$ cat src/rtl/alu_arbiter_pkg.sv
// Shared definitions for the two-requester ALU arbiter: requester count,
// opcode encodings and FSM state enumeration.
package alu_arbiter_pkg;

    localparam int unsigned NREQ = 2;

    localparam logic [2:0] OP_ADD = 3'b000;
    localparam logic [2:0] OP_SUB = 3'b001;
    localparam logic [2:0] OP_AND = 3'b010;
    localparam logic [2:0] OP_OR  = 3'b011;
    localparam logic [2:0] OP_XOR = 3'b100;
    localparam logic [2:0] OP_NOT = 3'b101;

    typedef enum logic [1:0] {
        IDLE,
        EXEC,
        RESP
    } state_t;

endpackage

$ cat src/rtl/alu_arbiter_alu.sv
// Combinational ALU shared by the arbiter requesters; opcodes 110/111 flag
// an error and return zero.
module alu
    import alu_arbiter_pkg::*;
#(
    parameter int unsigned WIDTH = 4
) (
    input  logic [WIDTH-1:0] a,
    input  logic [WIDTH-1:0] b,
    input  logic [2:0]       op,
    output logic [WIDTH-1:0] result,
    output logic             carry,
    output logic             err
);

    always_comb begin
        result = '0;
        carry  = 1'b0;
        err    = 1'b0;
        case (op)
            OP_ADD: {carry, result} = {1'b0, a} + {1'b0, b};
            OP_SUB: begin
                result = a - b;
                carry  = (a < b);
            end
            OP_AND: result = a & b;
            OP_OR:  result = a | b;
            OP_XOR: result = a ^ b;
            OP_NOT: result = ~a;
            default: err = 1'b1;
        endcase
    end

endmodule

$ cat src/rtl/alu_arbiter.sv
// Two-requester arbiter in front of one shared ALU (IDLE -> EXEC -> RESP).
// Define ALU_ARB_FIXED_PRI_EN for fixed priority (requester 0 first).
module alu_arbiter
    import alu_arbiter_pkg::*;
#(
    parameter int unsigned WIDTH = 4
) (
    input  logic                  clk,
    input  logic                  rst_n,
    input  logic [NREQ-1:0]       req_valid,
    output logic [NREQ-1:0]       req_ready,
    input  logic [NREQ*WIDTH-1:0] req_a,
    input  logic [NREQ*WIDTH-1:0] req_b,
    input  logic [NREQ*3-1:0]     req_op,
    output logic [NREQ-1:0]       rsp_valid,
    input  logic [NREQ-1:0]       rsp_ready,
    output logic [WIDTH-1:0]      rsp_result,
    output logic                  rsp_carry,
    output logic                  rsp_err,
    output logic                  busy
);

    state_t           state, state_nxt;
    logic [WIDTH-1:0] lat_a, lat_b;
    logic [2:0]       lat_op;
    logic             winner;
    logic [NREQ-1:0]  grant;
    logic             accept;
    logic             grant_idx;
    logic [WIDTH-1:0] alu_result;
    logic             alu_carry, alu_err;

`ifdef ALU_ARB_FIXED_PRI_EN
    always_comb begin
        grant = '0;
        if (req_valid[0])      grant = 2'b01;
        else if (req_valid[1]) grant = 2'b10;
    end
`else
    logic last;

    // On contention the requester not granted last wins; a lone request always wins.
    always_comb begin
        grant = req_valid;
        if (req_valid == 2'b11) grant = last ? 2'b01 : 2'b10;
    end

    always_ff @(posedge clk or negedge rst_n) begin
        if (!rst_n)      last <= 1'b1;
        else if (accept) last <= grant_idx;
    end
`endif

    assign req_ready = (state == IDLE) ? grant : '0;
    assign accept    = |req_ready;
    assign grant_idx = req_ready[1];
    assign busy      = (state != IDLE);

    always_comb begin
        rsp_valid = '0;
        if (state == RESP) rsp_valid[winner] = 1'b1;
    end

    always_comb begin
        state_nxt = state;
        case (state)
            IDLE:    if (accept) state_nxt = EXEC;
            EXEC:    state_nxt = RESP;
            RESP:    if (rsp_ready[winner]) state_nxt = IDLE;
            default: state_nxt = IDLE;
        endcase
    end

    always_ff @(posedge clk or negedge rst_n) begin
        if (!rst_n) begin
            state      <= IDLE;
            lat_a      <= '0;
            lat_b      <= '0;
            lat_op     <= '0;
            winner     <= 1'b0;
            rsp_result <= '0;
            rsp_carry  <= 1'b0;
            rsp_err    <= 1'b0;
        end else begin
            state <= state_nxt;
            if (accept) begin
                lat_a  <= grant_idx ? req_a[WIDTH +: WIDTH] : req_a[0 +: WIDTH];
                lat_b  <= grant_idx ? req_b[WIDTH +: WIDTH] : req_b[0 +: WIDTH];
                lat_op <= grant_idx ? req_op[3 +: 3] : req_op[0 +: 3];
                winner <= grant_idx;
            end
            if (state == EXEC) begin
                rsp_result <= alu_result;
                rsp_carry  <= alu_carry;
                rsp_err    <= alu_err;
            end
        end
    end

    alu #(.WIDTH(WIDTH)) u_alu (
        .a      (lat_a),
        .b      (lat_b),
        .op     (lat_op),
        .result (alu_result),
        .carry  (alu_carry),
        .err    (alu_err)
    );

endmodule

$ cat config.mk
export PLATFORM = sky130hd
export DESIGN_NAME = alu_arbiter
export DESIGN_NICKNAME = d
export VERILOG_FILES = /design/src/rtl/alu_arbiter_pkg.sv /design/src/rtl/alu_arbiter_alu.sv /design/src/rtl/alu_arbiter.sv
export SDC_FILE = /design/constraint.sdc
export NUM_CORES = 1
export LEC_CHECK = 0
export ABC_AREA = 1
export CORE_ASPECT_RATIO = 1.2
export CORE_MARGIN = 4
export CORE_UTILIZATION = 25
export DETAILED_ROUTE_END_ITERATION = 12
export PLACE_DENSITY = 0.55
export SLEW_MARGIN = 40
export SYNTH_ARGS = -nofsm -noshare
export SYNTH_HDL_FRONTEND = slang
export SYNTH_SLANG_ARGS = --single-unit
$ cat constraint.sdc
create_clock -name clk -period 2.97 [get_ports clk]
set_input_delay 0.4455 -clock clk [delete_from_list [all_inputs] [get_ports clk]]
set_output_delay 0.4455 -clock clk [all_outputs]
set_load 0.05 [all_outputs]
=== After elaboration in Yosys (flattened, before gate mapping) ===
Index checks and enable logic that the tools add are counted.

* Register bits: 21
* Output and inout bits: 11
* Word-level logic and storage cells: 52

* Add/sub/neg operators: 2
* Order comparisons: 3
* Eq/ne operators: 10
* Muxes and demuxes: 17
* Bitwise logic cells: 4
* Reduce and logical (&&, ||, !) cells: 7

{| class="wikitable"
|+ Operators by type and width
! kind !! number
|-
| $pmux W4 S6 || 1
|-
| $mux W2 || 6
|-
| $mux W4 || 2
|-
| $eq A3 B2 Y1 const B || 2
|-
| $eq A3 B3 Y1 const B || 2
|-
| $pmux W2 S3 || 1
|-
| $reduce_or A6 Y1 || 1
|-
| $add A4 B4 Y5 || 1
|-
| $and A4 B4 Y4 || 1
|-
| $eq A2 B2 Y1 const B || 2
|-
| $lt A4 B4 Y1 || 1
|-
| $mux W1 || 4
|-
| $not A4 Y4 || 1
|-
| $or A4 B4 Y4 || 1
|-
| $sub A4 B4 Y4 || 1
|-
| $xor A4 B4 Y4 || 1
|-
| $eq A3 B1 Y1 const B || 1
|-
| $logic_not A3 Y1 || 1
|-
| $mux W3 || 1
|-
| $eq A2 B1 Y1 const B || 1
|-
| $logic_not A2 Y1 || 1
|-
| $lt A1 B2 Y1 const B || 1
|-
| $ne A2 B1 Y1 const B || 1
|-
| $ne A2 B2 Y1 const B || 1
|-
| 7 further kinds || 7
|}

=== Longest topological paths before layout ===
Gate-level depths: netlist (run 1).

* Depth after elaboration: 6
* Depth in mapped cells: 11
* Mapped depth without buffers: 11

=== By module ===
A second synthesis (run 1) with hierarchy kept.

* Cell total of the unflattened synthesis: 237
* Area, all modules: 1660.3 um2

{| class="wikitable"
|+ By module, submodules not included
! module !! instances !! cells each !! area each (um2)
|-
| alu_arbiter || 1 || 146 || 1116.1
|-
| alu || 1 || 91 || 544.3
|}

=== Worst setup path after synthesis (run 1) ===
No wires, ideal clock.

* Path type: register -> output
* Start point: reg state[0]
* End point: out rsp_valid[0]
* Arrival time: 1.199 ns
* Data required time: 2.525 ns
* Setup slack: 1.325 ns
* Stages on the path, launching flop included: 4
* Path buffers: 0
* Cells stage by stage: dfrtp_1 > nor2_1 > inv_1 > nor2_1

* Longest elaborated chain between the ends: 2

{| class="wikitable"
|+ RTL lines
! element !! RTL line !! text
|-
| from (decl) || alu_arbiter.sv:23 || <nowiki>state_t state, state_nxt;</nowiki>
|-
| from (signal assigned) || alu_arbiter.sv:85 || <nowiki>state <= state_nxt;</nowiki>
|-
| $eq A2 B2 Y1 || alu_arbiter.sv:61 || <nowiki>if (state == RESP) rsp_valid[winner] = 1'b1;</nowiki>
|-
| $mux W2 || alu_arbiter.sv:61 ||
|-
| to (decl) || alu_arbiter.sv:15 || <nowiki>output logic [NREQ-1:0] rsp_valid,</nowiki>
|}

No other way between the ends.

=== Worst setup path after layout (run 1) ===
Ends and elaborated chain as after synthesis.

==> impl_metrics.ini, run 1 <==
[power_and_ir_drop]
p_leak_uw = 0.000954
pwr_density_cell_nw_per_um2 = 1110
ir_drop_mv = 0.796
power_uw = 2170

[clock_network]
hold_buffers = 0
h-tree-depth = 1
cts_tree = built
cts-resized-gates = 0
postCtsSetupBuffers = 0
cts_buffers = 3
clk_pin_slew_ns = 0.08
cts.path.max_buffers = 2
cts-root-buf = clkbuf_8
cts.sinks = 21
worstSkewPairLatency_ns = 0.26

[placement]
dp_slack_ns = 0.857
dp_hpwl_um = 3020
place_area_um2 = 1910
portBuffers = 38
routabilityCongestion = 0.859

[routing]
via_per_inst = 4.37
wl_met3_um = 141
vias = 1403
wl_met2_um = 1810
drt-met1-wl_um = 1650
drcViolationCount = 0
dr.pass1.iters = 4
detail_route.wl_per_cell_um = 11.5
routed_wl_um = 3680
drtIter0Drc = 93
maxUsedRoutingLayer = met4
ant_nets = 0

[run]
maxCapViolCount = 0

[worst_setup_path]
r2r-start = lat_a[0]$_DFFE_PN0P_
worstPathMaxFanout = 3
r2r_end = rsp_result[2]$_DFFE_PN0N_
critPathCapture = rsp_valid[0]
startpoint = state[0]$_DFFE_PN0P_
crit_path_end_kind = primary output
regToRegSetupSlack_ns = 1.18
rr_worst_depth = 10
worst-setup-path-type = reg -> out
startpoint_type = register
worstPathRequired_ns = 2.52
arrival_ns = 1.76

[global_route]
grt_pass1_wl_um = 6160
grt_overflow = 0
grt_pass1_vias = 1368
grt_usage_pct = 10.8
grt_antenna_before_repair = 0
grt_max_degree = 22

[final_layout]
syn_to_final_growth_pct = 32.0
antenna_cells = 0
fillerInstances = 655
final_area_um2 = 1960
fin_nets = 284
layout_commonest_cell = nand2_1
drive_gt1_share_pct = 4.56
final_cell_mix = nand2_1 (68), clkdlybuf4s50_1 (35), inv_1 (29)

[floorplan]
die_y_um = 92.4
row_count = 30
die_x_um = 78.3
initial_utilization_pct = 26.0
coreArea_um2 = 5710
die_area_um2 = 7230
io_pins = 39

[yosys]
synthTopCellsByArea = dfrtp_1 (34%), nand2_1 (17%), ha_1 (11%)
ys_warn_count = 0
synth_seq_cells = 21
yosysSeqAreaShare_pct = 35.5
netlist_area_um2 = 1480
synth_cell_types = 21
post-synth-top-area-fraction_pct = 33.8
yosysTopAreaCell = dfrtp_1
synth_cells = 205
syn_nets = 247
synth_area_per_cell_um2 = 7.23

[sta]
finalSetupTns_ns = 0
timing.fmax_mhz = 452
fin_crit_sh_pct = 74.4
drv_slew = 0
finalSetupViolCount = 0
finalCriticalPeriod_ns = 2.21
timing.hold.ws_ns = 0.125
slew_headroom_pct = 66.4
finClkSkew_ns = 0.00490
worst_slack_ns = 0.760
worst_pin_slew_ns = 0.502
final_hold_viol_count = 0
rsz0062_at_grt = no

[status]
status = finished clean

[min_path]
hold_class = in -> async
-- layer usage --
metal  up-vias  GRT usage (%)
li1        723              -
met3         8           1.85
met2        34           18.8
met4         0           4.08
met5         -              0
met1       638           13.2
-- how the worst min path moves through the flow --
stage	startpoint	endpoint	slack (ns)	depth (start not counted)
after CTS	rst_n	rsp_result[2]$_DFFE_PN0N_	0.14	1
after global placement	rsp_result[0]$_DFFE_PN0N_	rsp_result[0]$_DFFE_PN0N_	0.47	2
after detailed placement	rst_n	rsp_result[2]$_DFFE_PN0N_	0.43	1
after floorplan	rst_n	lat_a[0]$_DFFE_PN0P_	0.15	0
final	rst_n	rsp_result[1]$_DFFE_PN0N_	0.12	1
after global routing	rst_n	rsp_result[1]$_DFFE_PN0N_	0.17	1
-- kinds of logic after synthesis --
| logic type | count (synthesis) | synth area share [%] |
|---|---|---|
| and+or+nand+nor | 107 | 30.0 |
| DFF | 21 | 35.5 |
| adders and majority gates | 14 | 12.3 |
| AOI/OAI and AO/OA | 25 | 10.5 |
| buffers and inverters | 36 | 10.5 |
| xor gates and xnor gates | 2 | 1.18 |
-- through the flow --
stage               std cells  util, %
floorplan                 205        -
global placement          317     33.6
detailed placement        317     33.5
CTS                       321     34.3
global route              321     34.3
finish                    321     34.3
-- critical path: stages (launching register included) --
cell and delay (ns):
dfrtp_1 0.39, nor2_1 0.15, inv_1 0.07, nor2_1 0.08
clkdlybuf4s50_1 0.81
-- synthesized netlist by cell type --
library cell and instances:
ha_1 13, xor2_1 2, nor3_1 2, a31oi_1 1
nand3_1 18, inv_2 1, dfrtp_1 20, buf_4 5
buf_2 1, fa_1 1, o21ai_1 1, dfstp_2 1
a21oi_1 8, nand4_1 2, inv_1 29, o21ai_0 3
nor3_2 2, nor2_1 15, nand2_1 68, o31ai_1 1
o211ai_1 11
-- registers in the layout, summed over array words and instances, names as in the netlist --
register,flops
lat_a,4
lat_b,4
rsp_result,4
lat_op,3
state,2
last,1
rsp_carry,1
rsp_err,1
winner,1
-- area by class of cell --
class | instances | area, µm² | area share [%]
inverters | 30 | 113 | 5.75
well taps | 80 | 100 | 5.12
clock inverters | 1 | 5.00 | 0.256
clock buffers | 3 | 41.3 | 2.11
repair buffers | 38 | 370 | 18.9
flip-flops and latches | 21 | 527 | 26.9
multi-input cells | 148 | 801 | 40.9
-- power by group --
part	leakage [µW]	internal, µW	switching (µW)
combinational	0.000671	498	927
sequential	0.000258	431	127
clock	0.0000255	93.6	94.4
No activity file was read; power rests on OpenSTA's default activity.
==> inputs of run 2 (changes only) <==
==> constraint.sdc (replaced) <==
create_clock -name clk -period 2.05 [get_ports clk]
set_input_delay 0.3075 -clock clk [delete_from_list [all_inputs] [get_ports clk]]
set_output_delay 0.3075 -clock clk [all_outputs]
set_load 0.05 [all_outputs]
==> impl_metrics.ini, run 2 (synthesis gave the netlist of run 1 again) <==
[worst_setup_path]
worstPathMaxFanout = 3
arrival_ns = 1.59
cpMaxStageDelayCell = clkdlybuf4s50_1
cp_slowest_stage_delay_ns = 0.70
cp_cell_sequence = nor2_1, inv_1, clkdlybuf4s50_1
worstPathRequired_ns = 1.74
worst-setup-path-type = reg -> out
r2r-start = lat_a[0]$_DFFE_PN0P_
startpoint = state[1]$_DFFE_PN0P_
crit_family = buffers and inverters
crit_path_end_kind = primary output
cp_num_buf_inv = 2
startpoint_type = register

[routing]
drcViolationCount = 0
vias = 1398
drtIter0Drc = 50
via_per_inst = 4.31
detail_route.wl_per_cell_um = 11.2
ant_nets = 0
routed_wl_um = 3630
dr.pass1.iters = 4

[clock_network]
clk_pin_slew_ns = 0.08
cts-resized-gates = 0
cts.path.max_buffers = 2
cts-root-buf = clkbuf_8
cts_tree = built
postCtsSetupBuffers = 0
h-tree-depth = 1
cts_buffers = 3
cts.sinks = 21
worstSkewPairLatency_ns = 0.26
hold_buffers = 0

[floorplan]
die_y_um = 92.4
row_count = 30
io_pins = 39
coreArea_um2 = 5710
die_x_um = 78.3
die_area_um2 = 7230
initial_utilization_pct = 26.0

[final_layout]
largestRegisters = lat_a: 4 flops, lat_b: 4 flops, rsp_result: 4 flops
syn_to_final_growth_pct = 35.2
layout_commonest_cell = nand2_1
final_cell_mix = nand2_1 (68), clkdlybuf4s50_1 (34), inv_1 (29)
fillerInstances = 626
fin_nets = 287
drive_gt1_share_pct = 6.15
antenna_cells = 0

[sta]
finClkSkew_ns = 0.000830
final_hold_viol_count = 0
finalSetupViolCount = 0
finalCriticalPeriod_ns = 1.90
timing.hold.ws_ns = 0.390
slew_headroom_pct = 66.3
fin_crit_sh_pct = 92.7
finalSetupTns_ns = 0
drv_slew = 0
timing.fmax_mhz = 526
worst_pin_slew_ns = 0.503
rsz0062_at_grt = no

[global_route]
grt_antenna_before_repair = 0
grt_max_degree = 22
grt_pass1_wl_um = 6530
grt_usage_pct = 11.1
grt_pass1_vias = 1476
grt_overflow = 0

[power_and_ir_drop]
ir_drop_mv = 0.882
pwr_density_cell_nw_per_um2 = 1600
p_leak_uw = 0.000980
power_uw = 3200

[status]
status = finished clean

[run]
maxCapViolCount = 0

[placement]
portBuffers = 38
dp_hpwl_um = 3000
routabilityCongestion = 0.877

[min_path]
hold_class = in -> async
-- run 2: per-layer routing --
metal  track usage (%)  share of wire (%)  vias up
li1                  -                  -      729
met1              13.7                 44      630
met2              19.2                 49       33
met3              2.04                4.6        6
met4              3.79                1.9        0
met5                 0                  0        -
-- run 2: final cells by class --
type	count	area (µm²)	share of cell area, %
multi-input cells	148	801	40.0
flip-flops and latches	21	527	26.3
repair buffers	41	418	20.8
inverters	30	113	5.62
well taps	80	100	4.99
clock buffers	3	41.3	2.06
clock inverters	1	5.00	0.250
-- run 2: metrics by stage --
stage | area [µm²] | setup WS, ns | util (%) | instances
2_1_floorplan | 1480 | 0.440 | - | 205
3_3_place_gp | 1960 | 0.354 | 34.3 | 320
3_5_place_dp | 1960 | 0.325 | 34.3 | 320
4_1_cts | 2000 | 0.129 | 35.1 | 324
5_1_grt | 2000 | 0.0792 | 35.1 | 324
6_report | 2000 | 0.150 | 35.1 | 324
-- run 2: worst paths after layout --
path	to	slack, ns	cells past startpoint
worst min-delay path	rsp_result[0]$_DFFE_PN0N_	0.39	2
worst max-delay path	busy	0.15	3
max in group asynchronous	last$_DFFE_PN1P_	1.39	2
worst min register to register	rsp_result[1]$_DFFE_PN0N_	0.48	2
worst max register to register	rsp_result[2]$_DFFE_PN0N_	0.32	10
min in group clk	rsp_result[1]$_DFFE_PN0N_	0.48	2
-- run 2: power breakdown --
| part | switching (µW) | internal (µW) | total [µW] |
|---|---|---|---|
| sequential | 180 | 624 | 805 |
| clock | 135 | 135 | 271 |
| combinational | 1360 | 767 | 2120 |
| total | 1670 | 1530 | 3200 |
-- run 2: worst register-to-register path, stage by stage (launching register included) --
cell and delay (ns):
dfrtp_1 0.40, inv_1 0.13, ha_1 0.16, inv_1 0.06
fa_1 0.39, xor2_1 0.16, nor2_1 0.05, nor2_1 0.10
nand3_1 0.07, nand2_1 0.06, nand2_1 0.05
==> edit, RTL diff (settings of run 2) <==
The 3 states of `state_t` get a one-hot encoding in 3 bits.
--- a/src/rtl/alu_arbiter_pkg.sv
+++ b/src/rtl/alu_arbiter_pkg.sv
@@ -11,10 +11,10 @@
     localparam logic [2:0] OP_XOR = 3'b100;
     localparam logic [2:0] OP_NOT = 3'b101;
 
-    typedef enum logic [1:0] {
-        IDLE,
-        EXEC,
-        RESP
+    typedef enum logic [2:0] {
+        IDLE = 3'b001,
+        EXEC = 3'b010,
+        RESP = 3'b100
     } state_t;
 
 endpackage
Behaviour: same outputs for any inputs over 10 cycles, from zero or initial values and one cycle with rst_n low; not proved beyond that.
==> edit against run 2 <==
Final cell count increased by 10%; power increased by 10%; setup slack worse by 77 ps; area after synthesis increased by 12%; fmax is 3.9% lower; die area increased by 11%; register-to-register slack barely moved; combinational power grew 6%; clock power up 47%; wire length shrank 0.77%; worst hold slack is essentially flat; sequential cell count rose by 1; design area up 9.6%; critical path type unchanged; largest power group unchanged; highest routed layer unchanged.
==> edit: results (changes against run 2) <==
Run status: finished clean (unchanged)
Routed WL: 3600 um (was 3630 um)
Slew margin rel.: 65.3% (was 66.3%)
Vias in the first global route: 1462 (was 1476)
GRT met1 Usage: 13.0% (was 13.7%)
Buffers, non-clock: 40 (was 41)
CP arrival: 1670 ps (was 1590 ps)
Routed wl met2: 1740 um (was 1780 um)
Design internal power: 1750 uW (was 1530 uW)
Inverters: 42 (was 30)
Leakage power: 0.00114 uW (was 0.000980 uW)
Iteration-0 DRC Markers: 41 (was 50)
Wirelength per Cell: 10.1 um (was 11.2 um)
Util after Layout: 34.1% (was 35.1%)
Synthesized instance count: 235 (was 205)
Fmax: 506 MHz (was 526 MHz)
Sequential share of the synthesized area: 33.4% (was 35.5%)
Routed vias/inst: 4.24 (was 4.31)
Top cells by area, synth: dfrtp_1 (30%), nand2_1 (16%), ha_1 (9.8%) (was dfrtp_1 (34%), nand2_1 (17%), ha_1 (11%))
Synthesized flop and latch total: 22 (was 21)
Met3 Track Usage GR: 1.48% (was 2.04%)
WHS: 389 ps (was 390 ps)
Nets: 315 (was 287)
Multi-input combinational cell area: 896 um^2 (was 801 um^2)
CP Max Fanout: 4 (was 3)
Syn Nets: 277 (was 247)
Xor/xnor cell area share of the yosys netlist: 1.06% (was 1.18%)
Metal1 wirelength: 1660 um (was 1610 um)
GRT Overall Usage: 9.97% (was 11.1%)
Reg-to-reg endpoint: rsp_result[2]$_DFFE_PN0P_ (was rsp_result[2]$_DFFE_PN0N_)
Register share of the cell area: 25.2% (was 26.3%)
Post-synthesis compound-gate area fraction: 11.5% (was 10.5%)
Layout fillers: 714 (was 626)
Top post-synthesis cells by count: nand2_1 (69), inv_1 (33), o21ai_1 (26) (was nand2_1 (68), inv_1 (29), dfrtp_1 (20))
Multi-Input Combinational: 164 (was 148)
Buffer share of cell area: 18.7% (was 20.8%)
Gp weighted congestion: 0.881 (was 0.877)
Layout cells sized above 1: 10.3% (was 6.15%)
Crit path from: state[0]$_DFFE_PN1P_ (was state[1]$_DFFE_PN0P_)
Inst Count DP: 353 (was 320)
Adder-Cell Fraction of Synth Area: 11.0% (was 12.3%)
Setup WS pre-CTS: 331 ps (was 325 ps)
Syn_area_per_cell: 7.05 um^2 (was 7.23 um^2)
Netlist cell types: 24 (was 21)
Final Skew: 4.88 ps (was 0.830 ps)
Post-placement cell area: 2130 um^2 (was 1960 um^2)
Routed met3 length: 160 um (was 167 um)
Clock network area share: 3.25% (was 2.31%)
edit: cell count changes in the layout (fill, tap and decap cells not counted), moves of 2 or more:
cell	delta
inv_1	+4
o21ai_1	+25
inv_2	+7
nand3_4	+2
o211ai_1	-11
edit: worst min-delay path by stage:
stage / from / to / depth (start not counted)
after floorplan: rst_n / lat_a[0]$_DFFE_PN0P_ / 0
after global placement: rsp_result[3]$_DFFE_PN0P_ / rsp_result[3]$_DFFE_PN0P_ / 2
after detailed placement: rsp_carry$_DFFE_PN0P_ / rsp_carry$_DFFE_PN0P_ / 2
after CTS: rst_n / lat_op[0]$_DFFE_PN0P_ / 2
after global routing: rst_n / lat_op[0]$_DFFE_PN0P_ / 2
final: rst_n / lat_b[1]$_DFFE_PN0P_ / 2
edit: power groups by stage:
stage | Clock, uW | Sequential [uW] | Combinational (uW)
floorplan | 0 | 949 | 1620
global placement | 0 | 886 | 2270
detailed placement | 0 | 892 | 2260
CTS | 419 | 885 | 2270
global route | 426 | 925 | 2560
finish | 399 | 881 | 2240
